$ cat src/rtl/fpu_pkg.sv
// Shared floating-point helpers: operand classes, exponent bias and the canonical quiet NaN.
package fpu_pkg;

  typedef enum logic [1:0] {
    CLS_ZERO = 2'd0,
    CLS_NORM = 2'd1,
    CLS_INF  = 2'd2,
    CLS_NAN  = 2'd3
  } fp_class_e;

  // Widest word the qNaN helper can build; callers slice the low W bits.
  localparam int unsigned FP_MAX_W = 128;

  function automatic int unsigned fp_bias(input int unsigned exp_w);
    return (32'd1 << (exp_w - 32'd1)) - 32'd1;
  endfunction

  function automatic logic [FP_MAX_W-1:0] fp_qnan(input int unsigned exp_w,
                                                  input int unsigned man_w);
    logic [FP_MAX_W-1:0] one;
    logic [FP_MAX_W-1:0] r;
    one = FP_MAX_W'(1);
    r   = (((one << exp_w) - one) << man_w) | (one << (man_w - 32'd1));
    return r;
  endfunction

endpackage

$ cat src/rtl/fmul_round.sv
// Combinational back end of the multiplier: normalise, round, resolve special
// operands and pack the result word with its status flags.
module fmul_round
  import fpu_pkg::*;
#(
  parameter int unsigned EXP_W   = 8,
  parameter int unsigned MAN_W   = 23,
  parameter int unsigned RND_RNE = 1
) (
  input  logic                   sign,
  input  logic [1:0]             cls_a,
  input  logic [1:0]             cls_b,
  input  logic [2*MAN_W+1:0]     prod,
  input  logic [EXP_W+1:0]       exp_sum,
  output logic [EXP_W+MAN_W:0]   y,
  output logic                   ovf,
  output logic                   udf,
  output logic                   nv
);

  localparam int unsigned W  = 1 + EXP_W + MAN_W;
  localparam int unsigned PW = 2 * MAN_W + 2;
  localparam int unsigned XW = EXP_W + 2;
  localparam logic [FP_MAX_W-1:0] QNAN_WIDE = fp_qnan(EXP_W, MAN_W);
  localparam logic signed [XW-1:0] E_MAX = XW'((1 << EXP_W) - 1);

  logic [PW-2:0]          norm;
  logic [MAN_W-1:0]       mant;
  logic                   guard;
  logic                   sticky;
  logic                   inc;
  logic [MAN_W:0]         mant_r;
  logic signed [XW-1:0]   e_n;
  logic signed [XW-1:0]   e_r;
  logic                   any_nan;
  logic                   any_inf;
  logic                   any_zero;
  logic                   inf_times_zero;

  always_comb begin
    // Drop the leading one; a clear MSB means the product sits one bit lower.
    norm   = prod[PW-1] ? prod[PW-2:0] : {prod[PW-3:0], 1'b0};
    mant   = norm[PW-2:MAN_W+1];
    guard  = norm[MAN_W];
    sticky = |norm[MAN_W-1:0];
    e_n    = $signed(exp_sum) + $signed({{(XW-1){1'b0}}, prod[PW-1]});

    inc    = (RND_RNE != 0) && guard && (sticky || mant[0]);
    mant_r = {1'b0, mant} + {{MAN_W{1'b0}}, inc};
    e_r    = e_n + $signed({{(XW-1){1'b0}}, mant_r[MAN_W]});

    any_nan        = (cls_a == CLS_NAN)  || (cls_b == CLS_NAN);
    any_inf        = (cls_a == CLS_INF)  || (cls_b == CLS_INF);
    any_zero       = (cls_a == CLS_ZERO) || (cls_b == CLS_ZERO);
    inf_times_zero = any_inf && any_zero;

    y   = {sign, e_r[EXP_W-1:0], mant_r[MAN_W-1:0]};
    ovf = 1'b0;
    udf = 1'b0;
    nv  = 1'b0;

    if (any_nan || inf_times_zero) begin
      y  = QNAN_WIDE[W-1:0];
      nv = 1'b1;
    end else if (any_inf) begin
      y = {sign, {EXP_W{1'b1}}, {MAN_W{1'b0}}};
    end else if (any_zero) begin
      y = {sign, {(W-1){1'b0}}};
    end else if (e_n[XW-1] || (e_n == '0)) begin
      y   = {sign, {(W-1){1'b0}}};
      udf = 1'b1;
    end else if (e_r >= E_MAX) begin
      y   = {sign, {EXP_W{1'b1}}, {MAN_W{1'b0}}};
      ovf = 1'b1;
    end
  end

endmodule

$ cat src/rtl/fmul_pipe.sv
// Three-stage pipelined floating-point multiplier with a global advance signal:
// S1 unpack/classify, S2 significand multiply and exponent sum, S3 round and pack.
module fmul_pipe
  import fpu_pkg::*;
#(
  parameter int unsigned EXP_W   = 8,
  parameter int unsigned MAN_W   = 23,
  parameter int unsigned RND_RNE = 1
) (
  input  logic                 clk,
  input  logic                 rstn,
  input  logic                 in_valid,
  output logic                 in_ready,
  input  logic [EXP_W+MAN_W:0] x1,
  input  logic [EXP_W+MAN_W:0] x2,
  output logic                 out_valid,
  input  logic                 out_ready,
  output logic [EXP_W+MAN_W:0] y,
  output logic                 ovf,
  output logic                 udf,
  output logic                 nv
);

  localparam int unsigned W  = 1 + EXP_W + MAN_W;
  localparam int unsigned PW = 2 * MAN_W + 2;
  localparam int unsigned XW = EXP_W + 2;
  localparam logic signed [XW-1:0] BIAS_X = XW'(fp_bias(EXP_W));

  function automatic fp_class_e classify(input logic [EXP_W-1:0] e,
                                         input logic [MAN_W-1:0] f);
    if (e == '0)      return CLS_ZERO;
    else if (e == '1) return (f == '0) ? CLS_INF : CLS_NAN;
    else              return CLS_NORM;
  endfunction

  logic adv;

  logic                 v1_q, v1_d;
  logic                 s1_sign_q, s1_sign_d;
  fp_class_e            s1_cls_a_q, s1_cls_a_d;
  fp_class_e            s1_cls_b_q, s1_cls_b_d;
  logic [EXP_W-1:0]     s1_exp_a_q, s1_exp_a_d;
  logic [EXP_W-1:0]     s1_exp_b_q, s1_exp_b_d;
  logic [MAN_W:0]       s1_sig_a_q, s1_sig_a_d;
  logic [MAN_W:0]       s1_sig_b_q, s1_sig_b_d;

  logic                 v2_q, v2_d;
  logic                 s2_sign_q, s2_sign_d;
  fp_class_e            s2_cls_a_q, s2_cls_a_d;
  fp_class_e            s2_cls_b_q, s2_cls_b_d;
  logic [PW-1:0]        s2_prod_q, s2_prod_d;
  logic signed [XW-1:0] s2_exp_q, s2_exp_d;

  logic                 out_valid_q, out_valid_d;
  logic [W-1:0]         y_q, y_d;
  logic                 ovf_q, ovf_d;
  logic                 udf_q, udf_d;
  logic                 nv_q, nv_d;

  logic [W-1:0]         r_y;
  logic                 r_ovf;
  logic                 r_udf;
  logic                 r_nv;

  fmul_round #(
    .EXP_W   (EXP_W),
    .MAN_W   (MAN_W),
    .RND_RNE (RND_RNE)
  ) u_round (
    .sign    (s2_sign_q),
    .cls_a   (s2_cls_a_q),
    .cls_b   (s2_cls_b_q),
    .prod    (s2_prod_q),
    .exp_sum (s2_exp_q),
    .y       (r_y),
    .ovf     (r_ovf),
    .udf     (r_udf),
    .nv      (r_nv)
  );

  always_comb begin
    adv      = !out_valid_q || out_ready;
    in_ready = adv;

    v1_d        = v1_q;
    s1_sign_d   = s1_sign_q;
    s1_cls_a_d  = s1_cls_a_q;
    s1_cls_b_d  = s1_cls_b_q;
    s1_exp_a_d  = s1_exp_a_q;
    s1_exp_b_d  = s1_exp_b_q;
    s1_sig_a_d  = s1_sig_a_q;
    s1_sig_b_d  = s1_sig_b_q;
    v2_d        = v2_q;
    s2_sign_d   = s2_sign_q;
    s2_cls_a_d  = s2_cls_a_q;
    s2_cls_b_d  = s2_cls_b_q;
    s2_prod_d   = s2_prod_q;
    s2_exp_d    = s2_exp_q;
    out_valid_d = out_valid_q;
    y_d         = y_q;
    ovf_d       = ovf_q;
    udf_d       = udf_q;
    nv_d        = nv_q;

    // Valid bits always shift on advance so bubbles travel; payloads load only with data.
    if (adv) begin
      v1_d        = in_valid;
      v2_d        = v1_q;
      out_valid_d = v2_q;

      if (in_valid) begin
        s1_sign_d  = x1[W-1] ^ x2[W-1];
        s1_cls_a_d = classify(x1[W-2:MAN_W], x1[MAN_W-1:0]);
        s1_cls_b_d = classify(x2[W-2:MAN_W], x2[MAN_W-1:0]);
        s1_exp_a_d = x1[W-2:MAN_W];
        s1_exp_b_d = x2[W-2:MAN_W];
        s1_sig_a_d = {1'b1, x1[MAN_W-1:0]};
        s1_sig_b_d = {1'b1, x2[MAN_W-1:0]};
      end

      if (v1_q) begin
        s2_sign_d  = s1_sign_q;
        s2_cls_a_d = s1_cls_a_q;
        s2_cls_b_d = s1_cls_b_q;
        s2_prod_d  = PW'(s1_sig_a_q) * PW'(s1_sig_b_q);
        s2_exp_d   = $signed({2'b00, s1_exp_a_q}) + $signed({2'b00, s1_exp_b_q}) - BIAS_X;
      end

      if (v2_q) begin
        y_d   = r_y;
        ovf_d = r_ovf;
        udf_d = r_udf;
        nv_d  = r_nv;
      end
    end
  end

  always_ff @(posedge clk or negedge rstn) begin
    if (!rstn) begin
      v1_q        <= 1'b0;
      s1_sign_q   <= 1'b0;
      s1_cls_a_q  <= CLS_ZERO;
      s1_cls_b_q  <= CLS_ZERO;
      s1_exp_a_q  <= '0;
      s1_exp_b_q  <= '0;
      s1_sig_a_q  <= '0;
      s1_sig_b_q  <= '0;
      v2_q        <= 1'b0;
      s2_sign_q   <= 1'b0;
      s2_cls_a_q  <= CLS_ZERO;
      s2_cls_b_q  <= CLS_ZERO;
      s2_prod_q   <= '0;
      s2_exp_q    <= '0;
      out_valid_q <= 1'b0;
      y_q         <= '0;
      ovf_q       <= 1'b0;
      udf_q       <= 1'b0;
      nv_q        <= 1'b0;
    end else begin
      v1_q        <= v1_d;
      s1_sign_q   <= s1_sign_d;
      s1_cls_a_q  <= s1_cls_a_d;
      s1_cls_b_q  <= s1_cls_b_d;
      s1_exp_a_q  <= s1_exp_a_d;
      s1_exp_b_q  <= s1_exp_b_d;
      s1_sig_a_q  <= s1_sig_a_d;
      s1_sig_b_q  <= s1_sig_b_d;
      v2_q        <= v2_d;
      s2_sign_q   <= s2_sign_d;
      s2_cls_a_q  <= s2_cls_a_d;
      s2_cls_b_q  <= s2_cls_b_d;
      s2_prod_q   <= s2_prod_d;
      s2_exp_q    <= s2_exp_d;
      out_valid_q <= out_valid_d;
      y_q         <= y_d;
      ovf_q       <= ovf_d;
      udf_q       <= udf_d;
      nv_q        <= nv_d;
    end
  end

  assign out_valid = out_valid_q;
  assign y         = y_q;
  assign ovf       = ovf_q;
  assign udf       = udf_q;
  assign nv        = nv_q;

endmodule

$ cat config.mk
export PLATFORM = sky130hd
export DESIGN_NAME = fmul_pipe
export DESIGN_NICKNAME = d
export VERILOG_FILES = /design/src/rtl/fpu_pkg.sv /design/src/rtl/fmul_round.sv /design/src/rtl/fmul_pipe.sv
export SDC_FILE = /design/constraint.sdc
export NUM_CORES = 2
export LEC_CHECK = 0
export ABC_CLOCK_PERIOD_IN_PS = 6800
export CAP_MARGIN = 15
export CORE_UTILIZATION = 58
export DETAILED_ROUTE_END_ITERATION = 12
export PLACE_DENSITY = 0.89
export SYNTH_ARGS = -nofsm -noshare
export SYNTH_HDL_FRONTEND = slang
export SYNTH_HIERARCHICAL = 1
export SYNTH_SLANG_ARGS = --single-unit
$ cat constraint.sdc
create_clock -name clk -period 6.8 [get_ports clk]
set_input_delay 2.04 -clock clk [delete_from_list [all_inputs] [get_ports clk]]
set_output_delay 2.04 -clock clk [all_outputs]
set_load 0.05 [all_outputs]
==> summary.md <==
| Metric | Value |
|---|---|
| Routed WL | `74.8 mm` |
| Synthesized Nets | `3800` |
| Routed Antenna Nets | `0` |
| Vert. Die Dim | `222 µm` |
| Endpoints failing setup | `0` |
| Worst-Margin Slew | `1120 ps` |
| Share of post-route cells with drive strength above 1 | `0.125` |
| TritonCTS clock tree | `built` |
| Setup Crit Path Kind | `register to register` |
| Vias in the first global route | `23600` |
| First-pass detailed-route iteration total | `9` |
| Unrepaired setup endpoints after global routing | `yes` |
| Worst min-delay path class | `register to register` |
| CTS hold repair buffers | `0` |
| Total track usage | `0.307` |
| Initial antenna violation count | `5` |
| Outcome | `completed` |
| Finished Layout Cells | `3789` |
| CTS Buf Count | `17` |
| Worst path arrival time | `7090 ps` |
| Count of unique library cells instantiated by Yosys | `90` |
| Seq cells post-synth | `169` |
| Post-layout nets | `3905` |
| Mapped Avg Cell Area | `9.21 µm²` |
| Clock root buffer | `clkbuf_16` |
| Reg2Reg Launch Point | `s1_sig_a_q[9]$_DFFE_PN0P_` |
| Period minus WS final | `6710 ps` |
| Number of synthesized flops with an enable pin | `0` |
| Synth async-reset ratio | `1.00` |
| R2R depth | `23` |
| DIE AREA | `49400 µm²` |
| Core Area | `47700 µm²` |
| Hold Crit Start | `v2_q$_DFFE_PN0N_` |
| Crit. Startpoint | `s1_sig_a_q[9]$_DFFE_PN0P_` |
| I/O Pins | `105` |
| Netlist Area Pre-Place | `28100 µm²` |
| Ys Warns | `6` |
| First-pass GRT wire length | `120 mm` |
| Via count | `22300` |
| Vias/cell | `5.88` |
| Die X | `222 µm` |
| Max frequency | `149 MHz` |
| Initial core utilization | `0.589` |
| Avg WL per Cell | `19.7 µm` |
| Global route total overflow | `0` |
| Post-Syn Instances | `3055` |
| Worst Path Max Fanout | `7` |
| Fillers | `3453` |
| Max_slew headroom | `0.250` |
| Fin crit share | `0.987` |
| Initial DRC count | `2001` |
| Main synth FF type | `dfrtp_1` |
| Clock latency on the worst-skew pair | `480 ps` |
| CTS max path bufs | `2` |
| Clock tree sinks | `169` |
| Sequential element share of the synthesized area | `0.150` |
| Clock transition at path regs | `70 ps` |
| Max H-tree Level | `4` |
| DP HPWL | `57.9 mm` |
| Site Rows | `80` |
| Pin count of the biggest net entering global routing | `82` |
| Place WS | `-76.0 ps` |
| CP Data Required Time | `7180 ps` |
| P&R area growth vs syn | `11.6%` |
| Fin. Hold Viols | `0` |
| Placed cell count | `3730` |
| MaxCap Viol Count | `0` |
| Port-buffer cells | `104` |
| Crit path capture type | `register` |
| Final worst slack | `85.2 ps` |
| Critical Path Start Type | `register` |
| RD Place Congestion | `0.957` |
| DRC Markers | `0` |
| WHS Path Cells | `2` |
| Pins Over Slew Limit | `0` |
| Skew final | `18.3 ps` |
==> through the flow <==
stage / cell area (µm²) / hold WS (ps) / TNS [ps] / utilization
finish: 31400 / 476 / 0 / 0.657
global route: 31400 / 499 / -494 / 0.657
CTS: 30900 / 474 / 0 / 0.646
detailed placement: 30200 / 454 / -223 / 0.633
global placement: 30200 / 452 / 0 / 0.633
floorplan: 28100 / 436 / 0 / -
==> final timing paths <==
| kind | endpoint | slack [ps] |
|---|---|---|
| hold / removal | out_valid$_DFFE_PN0N_ | 480 |
| hold reg to reg | out_valid$_DFFE_PN0N_ | 480 |
| setup / recovery | s2_prod_q[42]$_DFFE_PN0P_ | 90 |
| max in group asynchronous | s1_sig_b_q[13]$_DFFE_PN0P_ | 3960 |
| setup reg to reg | s2_prod_q[42]$_DFFE_PN0P_ | 90 |
| min in group asynchronous | y[20]$_DFFE_PN0P_ | 1520 |
==> synthesized netlist by cell type (all sizes together) (22+ instances only) <==
cell type / count / area share
inv: 575 / 0.077
fa: 483 / 0.34
nand2: 435 / 0.058
and2: 304 / 0.068
ha: 194 / 0.086
dfrtp: 169 / 0.15
clkbuf: 132 / 0.019
mux2: 105 / 0.042
o21ai: 80 / 0.014
a21oi: 67 / 0.012
nor2: 65 / 0.0087
xnor2: 50 / 0.016
xor2: 39 / 0.012
nand4: 37 / 0.0082
nand3: 33 / 0.0063
a21o: 32 / 0.0085
buf: 32 / 0.0069
nor4: 23 / 0.0056
nor3: 22 / 0.0045
==> area by class of cell <==
| class | count | area (µm²) | share of cell area |
|---|---|---|---|
| Clock inverter | 13 | 175 | 0.00558 |
| Multi-Input combinational cell | 2147 | 21200 | 0.677 |
| Clock buffer | 19 | 453 | 0.0144 |
| Timing Repair Buffer | 250 | 2310 | 0.0737 |
| Sequential cell | 169 | 4280 | 0.136 |
| Inverter | 575 | 2160 | 0.0688 |
| Antenna cell | 1 | 2.50 | 0.0000797 |
| Tap cell | 615 | 769 | 0.0245 |
==> layout by cell type (no fill, tap or decap), types with 34 or more instances in the layout <==
| master | Yosys | layout |
|---|---|---|
| inv_1 | 575 | 569 |
| fa_1 | 483 | 478 |
| nand2_1 | 434 | 431 |
| and2_1 | 303 | 301 |
| ha_1 | 194 | 184 |
| dfrtp_1 | 169 | 132 |
| buf_4 | 7 | 121 |
| mux2_2 | 105 | 105 |
| clkdlybuf4s50_1 | 0 | 103 |
| nor2_1 | 65 | 64 |
| a21oi_1 | 64 | 62 |
| o21ai_0 | 61 | 58 |
| xnor2_1 | 50 | 50 |
| xor2_1 | 39 | 39 |
| nand4_1 | 37 | 37 |
| dfrtp_2 | 0 | 34 |
==> cell families (layout without fill, tap and decap cells) <==
logic type	after synthesis	in the layout	synth area share
and+or+nand+nor	974	974	0.173
AOI/OAI and AO/OA	291	291	0.0705
buffers and inverters	739	857	0.102
DFF	169	169	0.150
other	0	1	0
xor gates and xnor gates	89	89	0.0277
muxes	116	116	0.0460
adders and majority gates	677	677	0.430
==> layer usage <==
layer | up-vias | wire length (µm) | global-route usage
met3 | 323 | 6580 | 0.0573
met5 | - | 54 | 0
met1 | 11200 | 27600 | 0.379
li1 | 9629 | - | -
met2 | 1174 | 36300 | 0.515
met4 | 8 | 4290 | 0.161
==> repair_timing <==
| item | 4_1_cts | 5_1_grt |
|---|---|---|
| endpoints found under the hold margin | 0 | 0 |
| gates resized for setup | 9 | 84 |
| pin swaps | 0 | 37 |
| setup buffers | 0 | 26 |
| setup endpoints to repair | 12 | 20 |
==> registers in the layout, indices dropped and copies added, names as in the netlist, 8 cells and up <==
register,count
y,32
s1_exp_a_q,8
s1_sig_a_q,24
s2_prod_q,48
s1_exp_b_q,8
s2_exp_q,10
s1_sig_b_q,23
==> critical path, stage by stage, from the launching register on <==
cell and delay, ps:
dfrtp_2 480, and2_4 190, fa_1 500, fa_1 530, inv_1 60, fa_1 550, inv_2 40, fa_1 500
inv_1 80, fa_1 520, inv_2 50, fa_1 520, inv_1 60, fa_1 520, inv_2 50, ha_4 270
nand4_1 140, or2_0 240, o22a_1 190, a211o_1 350, a21oi_2 210, o21bai_2 110, a2111o_1 370, o211ai_1 90
Power is not shown: default switching activity piles up to over one toggle a cycle in this logic, so the estimate is an artifact.
